$ cat src/rtl/seg7_pkg.sv
// Shared constants for the 7-segment scan driver: glyph table, register map, CTRL bits.
package seg7_pkg;

   // Register addresses on the Avalon-MM slave port
   localparam logic [1:0] REG_VALUE = 2'd0;
   localparam logic [1:0] REG_CTRL  = 2'd1;
   localparam logic [1:0] REG_BLANK = 2'd2;
   localparam logic [1:0] REG_DP    = 2'd3;

   // CTRL register bit positions
   localparam int CTRL_EN  = 0;
   localparam int CTRL_LZS = 1;

   typedef struct packed {
      logic lzs;
      logic en;
   } ctrl_t;

   // Hex glyphs, bit order g..a (bit 6 = g, bit 0 = a), active-high
   localparam logic [6:0] GLYPH [16] = '{
      7'h3F, 7'h06, 7'h5B, 7'h4F, 7'h66, 7'h6D, 7'h7D, 7'h07,
      7'h7F, 7'h6F, 7'h77, 7'h7C, 7'h39, 7'h5E, 7'h79, 7'h71
   };

endpackage

$ cat src/rtl/seg7_glyph.sv
// Combinational nibble-to-segment decoder, always active-high.
module seg7_glyph
   import seg7_pkg::*;
(
   input  logic [3:0] nibble,
   output logic [6:0] seg
);

   assign seg = GLYPH[nibble];

endmodule

$ cat src/rtl/seg7_scan_driver.sv
// Time-multiplexed multi-digit 7-segment controller with an Avalon-MM register port.
// Optional feature: define SEG7_DP_EN to implement the DP register (address 3).
module seg7_scan_driver
   import seg7_pkg::*;
#(
   parameter int NUM_DIGITS = 4,
   parameter int SCAN_DIV   = 50000,
   parameter int INVERT     = 0
) (
   input  logic                  clk,
   input  logic                  reset,
   input  logic [1:0]            avs_address,
   input  logic                  avs_write,
   input  logic [31:0]           avs_writedata,
   input  logic                  avs_read,
   output logic [31:0]           avs_readdata,
   output logic [7:0]            seg_out,
   output logic [NUM_DIGITS-1:0] dig_sel
);

   localparam int IDX_W = (NUM_DIGITS > 1) ? $clog2(NUM_DIGITS) : 1;
   localparam int PRE_W = $clog2(SCAN_DIV);
   localparam int VAL_W = 4 * NUM_DIGITS;

   // Inactive pin levels; XOR-ing with these applies the output polarity
   localparam logic [7:0]            SEG_OFF = {8{INVERT != 0}};
   localparam logic [NUM_DIGITS-1:0] DIG_OFF = {NUM_DIGITS{INVERT != 0}};

   logic [VAL_W-1:0]      value_q;
   ctrl_t                 ctrl_q;
   logic [NUM_DIGITS-1:0] blank_q;
   logic [NUM_DIGITS-1:0] dp_q;

   logic [PRE_W-1:0]      pre_q;
   logic [IDX_W-1:0]      idx_q;

   logic                  en_next;
   logic [31:0]           rd_mux;
   logic [3:0]            nibble;
   logic [6:0]            glyph;
   logic                  blank_bit;
   logic                  dp_bit;
   logic                  lz_bit;
   logic                  dark;
   logic [NUM_DIGITS-1:0] lz_vec;
   logic [NUM_DIGITS-1:0] onehot;

   // Upper data bits beyond the implemented registers are intentionally ignored
   logic unused_wdata;
   assign unused_wdata = ^avs_writedata;

   // EN as it will be after this edge; lets a disabling write clear the scan at the same edge
   assign en_next = (avs_write && avs_address == REG_CTRL) ? avs_writedata[CTRL_EN] : ctrl_q.en;

   // Register file writes (VALUE, CTRL, BLANK)
   always_ff @(posedge clk or posedge reset) begin
      if (reset) begin
         value_q <= '0;
         ctrl_q  <= '0;
         blank_q <= '0;
      end else if (avs_write) begin
         case (avs_address)
            REG_VALUE: value_q <= avs_writedata[VAL_W-1:0];
            REG_CTRL:  ctrl_q  <= ctrl_t'(avs_writedata[1:0]);
            REG_BLANK: blank_q <= avs_writedata[NUM_DIGITS-1:0];
            default: ;
         endcase
      end
   end

`ifdef SEG7_DP_EN
   // DP register write
   always_ff @(posedge clk or posedge reset) begin
      if (reset)
         dp_q <= '0;
      else if (avs_write && avs_address == REG_DP)
         dp_q <= avs_writedata[NUM_DIGITS-1:0];
   end
`else
   assign dp_q = '0;
`endif

   // Read mux; unimplemented bits read as zero
   always_comb begin
      rd_mux = '0;
      case (avs_address)
         REG_VALUE: rd_mux[VAL_W-1:0]      = value_q;
         REG_CTRL:  rd_mux[1:0]            = ctrl_q;
         REG_BLANK: rd_mux[NUM_DIGITS-1:0] = blank_q;
         default:   rd_mux[NUM_DIGITS-1:0] = dp_q;
      endcase
   end

   // Read data register, loaded only on a read strobe (returns pre-write value on collision)
   always_ff @(posedge clk or posedge reset) begin
      if (reset)
         avs_readdata <= '0;
      else if (avs_read)
         avs_readdata <= rd_mux;
   end

   // Prescaler and digit index; held at 0 while disabled, first count on the edge after enable
   always_ff @(posedge clk or posedge reset) begin
      if (reset) begin
         pre_q <= '0;
         idx_q <= '0;
      end else if (!en_next) begin
         pre_q <= '0;
         idx_q <= '0;
      end else if (ctrl_q.en) begin
         if (pre_q == PRE_W'(SCAN_DIV - 1)) begin
            pre_q <= '0;
            idx_q <= (idx_q == IDX_W'(NUM_DIGITS - 1)) ? '0 : idx_q + IDX_W'(1);
         end else begin
            pre_q <= pre_q + PRE_W'(1);
         end
      end
   end

   // Per-digit leading-zero flag: digit i and everything above it is zero (never digit 0)
   always_comb begin
      lz_vec = '0;
      for (int i = 1; i < NUM_DIGITS; i++)
         lz_vec[i] = ((value_q >> (4 * i)) == '0);
   end

   // Select the current digit's nibble and attributes
   always_comb begin
      nibble    = '0;
      blank_bit = 1'b0;
      dp_bit    = 1'b0;
      lz_bit    = 1'b0;
      onehot    = '0;
      for (int i = 0; i < NUM_DIGITS; i++) begin
         if (idx_q == IDX_W'(i)) begin
            nibble    = value_q[4*i +: 4];
            blank_bit = blank_q[i];
            dp_bit    = dp_q[i];
            lz_bit    = lz_vec[i];
            onehot[i] = 1'b1;
         end
      end
   end

   seg7_glyph u_glyph (
      .nibble (nibble),
      .seg    (glyph)
   );

   assign dark = blank_bit | (ctrl_q.lzs & lz_bit);

   // Output registers: digit select and pattern update together so no ghost cycle exists
   always_ff @(posedge clk or posedge reset) begin
      if (reset) begin
         seg_out <= SEG_OFF;
         dig_sel <= DIG_OFF;
      end else if (!ctrl_q.en) begin
         seg_out <= SEG_OFF;
         dig_sel <= DIG_OFF;
      end else begin
         seg_out <= (dark ? 8'h00 : {dp_bit, glyph}) ^ SEG_OFF;
         dig_sel <= onehot ^ DIG_OFF;
      end
   end

endmodule

$ cat config.mk
export PLATFORM = sky130hd
export DESIGN_NAME = seg7_scan_driver
export DESIGN_NICKNAME = d
export VERILOG_FILES = /design/src/rtl/seg7_pkg.sv /design/src/rtl/seg7_glyph.sv /design/src/rtl/seg7_scan_driver.sv
export SDC_FILE = /design/constraint.sdc
export NUM_CORES = 1
export LEC_CHECK = 0
export CAP_MARGIN = 5
export CORE_MARGIN = 2
export CORE_UTILIZATION = 54
export DETAILED_ROUTE_END_ITERATION = 12
export PLACE_DENSITY = 0.93
export SETUP_SLACK_MARGIN = 0.4
export SLEW_MARGIN = 0
export SYNTH_ARGS = -nofsm -noshare
export SYNTH_HDL_FRONTEND = slang
export SYNTH_SLANG_ARGS = --single-unit
$ cat constraint.sdc
create_clock -name clk -period 5.4 [get_ports clk]
set_input_delay 0.81 -clock clk [delete_from_list [all_inputs] [get_ports clk]]
set_output_delay 0.81 -clock clk [all_outputs]
set_load 0.01 [all_outputs]
==> impl_metrics.py <==
metrics = {
    "clock_network": {
        "cts_sinks": 67,
        "worstSkewPairLatency_ns": 0.36,
        "cts_root_buffer": "clkbuf_8",
        "clk_pin_slew_worst_paths_ns": 0.07,
        "cts_tree": "built",
        "htree_levels": 3,
        "cts_resized": 0,
        "hold_buffers": 0,
        "cts_made_buffers": 9,
        "cts_setup_buffers": 0,
        "clk_path_buf_depth": 2,
    },
    "logic_synthesis": {
        "ys_seq_elements": 67,
        "synth_ff_type": "dfrtp_1",
        "synth_async_sr_flop_share_pct": 100,
        "syn_area_um2": 3490,
        "synth.distinct_cells": 48,
        "yosysWarnings": 0,
        "synth_top_area_cell": "dfrtp_1",
        "ys_seq_area_share_pct": 48.0,
        "synth_top_area_share_pct": 48.0,
        "synth_edf_count": 0,
        "synthTopCellsByArea": "dfrtp_1 48%, mux2_2 6.8%, ha_1 3.9%, buf_4 3.7%, nand2_1 3.4%",
        "syn_area_per_cell_um2": 10.3,
        "synth_cells": 338,
    },
    "setup_path": {
        "end_kind": "flop",
        "cp-start-kind": "input pin",
        "cp_common_cell": "nor2_1",
        "critPathKind": "input pin to flop",
        "reg2reg_slack_ns": 2.82,
        "startpoint": "avs_address[0]",
        "worstPathArrival_ns": 3.61,
        "reg2reg_from": "idx_q[0]",
        "crit_path_end": "idx_q[0]",
        "r2r_end": "seg_out[1]",
        "crit_chain": "clkdlybuf4s50_1 > and3b_1 > mux2i_1 > nor2_1 > nor2_1 > mux2_2",
        "required_ns": 5.64,
        "rr_worst_depth": 10,
        "crit_path_max_incr_delay_ns": 0.66,
        "critPathMaxFanout": 12,
        "crit_slowest_cell": "clkdlybuf4s50_1",
    },
    "global_routing": {
        "antenna_found_initial": 0,
        "grt_max_degree": 68,
        "grt_overflow_total": 0,
        "grt_pass1_wl_um": 12300,
        "grt_pass1_vias": 2600,
        "track_usage_pct": 21.8,
    },
    "final_layout": {
        "nNetsFinal": 435,
        "nFillCells": 477,
        "area_delta_synth_final_pct": 19.8,
        "final_common_cell": "dfrtp_1",
        "antenna_cells": 0,
        "drive_above_1_share_pct": 13.6,
        "final_cell_area_um2": 4190,
        "mostFrequentLayoutCells": "67 x dfrtp_1, 48 x clkdlybuf4s50_1, 32 x nand2_1",
    },
    "drt": {
        "vias": 2631,
        "avgViaCountPerCell": 5.62,
        "drtIter0Drc": 172,
        "wl_um": 7360,
        "wl_per_cell_um": 15.7,
        "first_pass_iters": 5,
        "drc": 0,
        "drtAntennaViolNets": 0,
    },
    "placement": {
        "finalWeightedCongestion": 0.853,
        "place_area_um2": 3950,
        "dp_hpwl_um": 5120,
        "io_buffer_count": 48,
    },
    "floorplan": {
        "die_area_um2": 7130,
        "rows": 29,
        "io_pins": 82,
        "die_h_um": 84.4,
        "fp.coreArea_um2": 6310,
        "start_util_pct": 55.3,
        "chipWidth_um": 84.4,
    },
    "sta": {
        "setup_tns_ns": 0,
        "fmax_mhz": 297,
        "setup_viol": 0,
        "finalCritPeriodShare_pct": 62.4,
        "finalHoldViolCount": 0,
        "maxSlewHeadroom_pct": 44.8,
        "finalWorstPathRequiredPeriod_ns": 3.37,
        "drv_slew": 0,
        "worst_pin_slew_ns": 0.829,
        "rsz0062_at_grt": "false",
        "finClkSkew_ns": 0.0138,
    },
    "job": {
        "drv_cap": 0,
    },
    "pwr": {
        "vdd_drop_max_uv": 287,
        "p_sw_share_pct": 34.8,
        "intPower_mw": 1.22,
        "p_seq_share_pct": 34.9,
        "power_per_cell_area_nw_per_um2": 446,
        "p_leak_nw": 1.82,
        "clkPwrFrac_pct": 26.9,
        "power.switching_uw": 649,
        "combPwrFrac_pct": 38.2,
    },
    "outcome": {
        "outcome": "completed",
    },
    "min_path": {
        "hold_class": "flop to flop",
    },
}
[cell type report]
cell class / count / area (µm²) / area share, %
tap: 77 / 96.3 / 2.30
sequential: 67 / 1680 / 40.1
inverter: 25 / 93.8 / 2.24
clock buffer: 9 / 124 / 2.96
clock inverter: 7 / 116 / 2.78
timing repair buffer: 51 / 503 / 12.0
multi-input combinational: 232 / 1580 / 37.6
[worst min path at each step]
stage / startpoint / end / slack [ns] / cells after the start
after global routing: avs_readdata[8] / avs_readdata[8] / 0.55 / 2
after detailed placement: pre_q[4] / pre_q[4] / 0.50 / 1
final: pre_q[4] / pre_q[4] / 0.52 / 1
after CTS: pre_q[4] / pre_q[4] / 0.51 / 1
after floorplan: pre_q[4] / pre_q[4] / 0.46 / 1
after global placement: pre_q[4] / pre_q[4] / 0.49 / 1
[synthesized netlist by cell type, types with 4 or more instances]
cell type,instances
clkbuf_1,4
mux2i_1,10
and2_1,4
o21ai_0,22
o221a_2,4
nor2_1,21
buf_2,6
a21oi_1,11
nand2_1,32
xor2_1,5
nand4_1,4
nand3b_1,5
inv_1,25
ha_1,11
xnor2_1,5
mux2_2,21
nand3_1,6
nor3b_1,5
buf_4,17
nor2b_1,5
dfrtp_1,67
[power by group through the flow]
stage,sequential [mW],clock [mW],combinational (mW)
finish,0.651,0.503,0.713
global route,0.660,0.525,0.787
CTS,0.649,0.509,0.710
detailed placement,0.657,0,0.703
global placement,0.650,0,0.664
floorplan,0.658,0,0.498
[registers in the layout (all words and copies together) (netlist names)]
name,cells
seg_out,7
dig_sel,4
blank_q,4
pre_q,16
value_q,16
avs_readdata,16
idx_q,2
ctrl_q,2
[layer usage]
layer	routed length, µm	GRT usage [%]	part of all wire (%)
met5	0	0	0
met4	238	12.4	3.2
met3	367	4.42	5.0
met2	3720	36.9	51
met1	3030	25.8	41
[logic make-up after synthesis]
| group | count (synthesis) | share of synthesized area (%) |
|---|---|---|
| buf+inv | 55 | 8.60 |
| fa+ha+maj | 11 | 3.94 |
| simple gates | 106 | 16.2 |
| compound gates | 57 | 11.0 |
| other cells | 1 | 0.107 |
| mux | 31 | 9.64 |
| xor+xnor | 10 | 2.51 |
| flops | 67 | 48.0 |
[per-stage QoR]
| step | power, mW | worst slack (ns) | instances | util, % | hold slack, ns |
|---|---|---|---|---|---|
| after global placement | 1.31 | 1.77 | 452 | 62.5 | 0.492 |
| final | 1.87 | 2.03 | 468 | 66.3 | 0.518 |
| after detailed placement | 1.36 | 1.70 | 452 | 62.5 | 0.497 |
| after floorplan | 1.16 | 2.91 | 354 | - | 0.460 |
| after global routing | 1.97 | 1.83 | 468 | 66.3 | 0.552 |
| after CTS | 1.87 | 2.05 | 468 | 66.3 | 0.510 |
[critical path: cells and delay by family]
kind / cells / cell delay [ns]
buf+inv: 1 / 0.66
simple gates: 3 / 1.18
mux: 2 / 0.95
No activity file was read; power rests on OpenSTA's default activity.
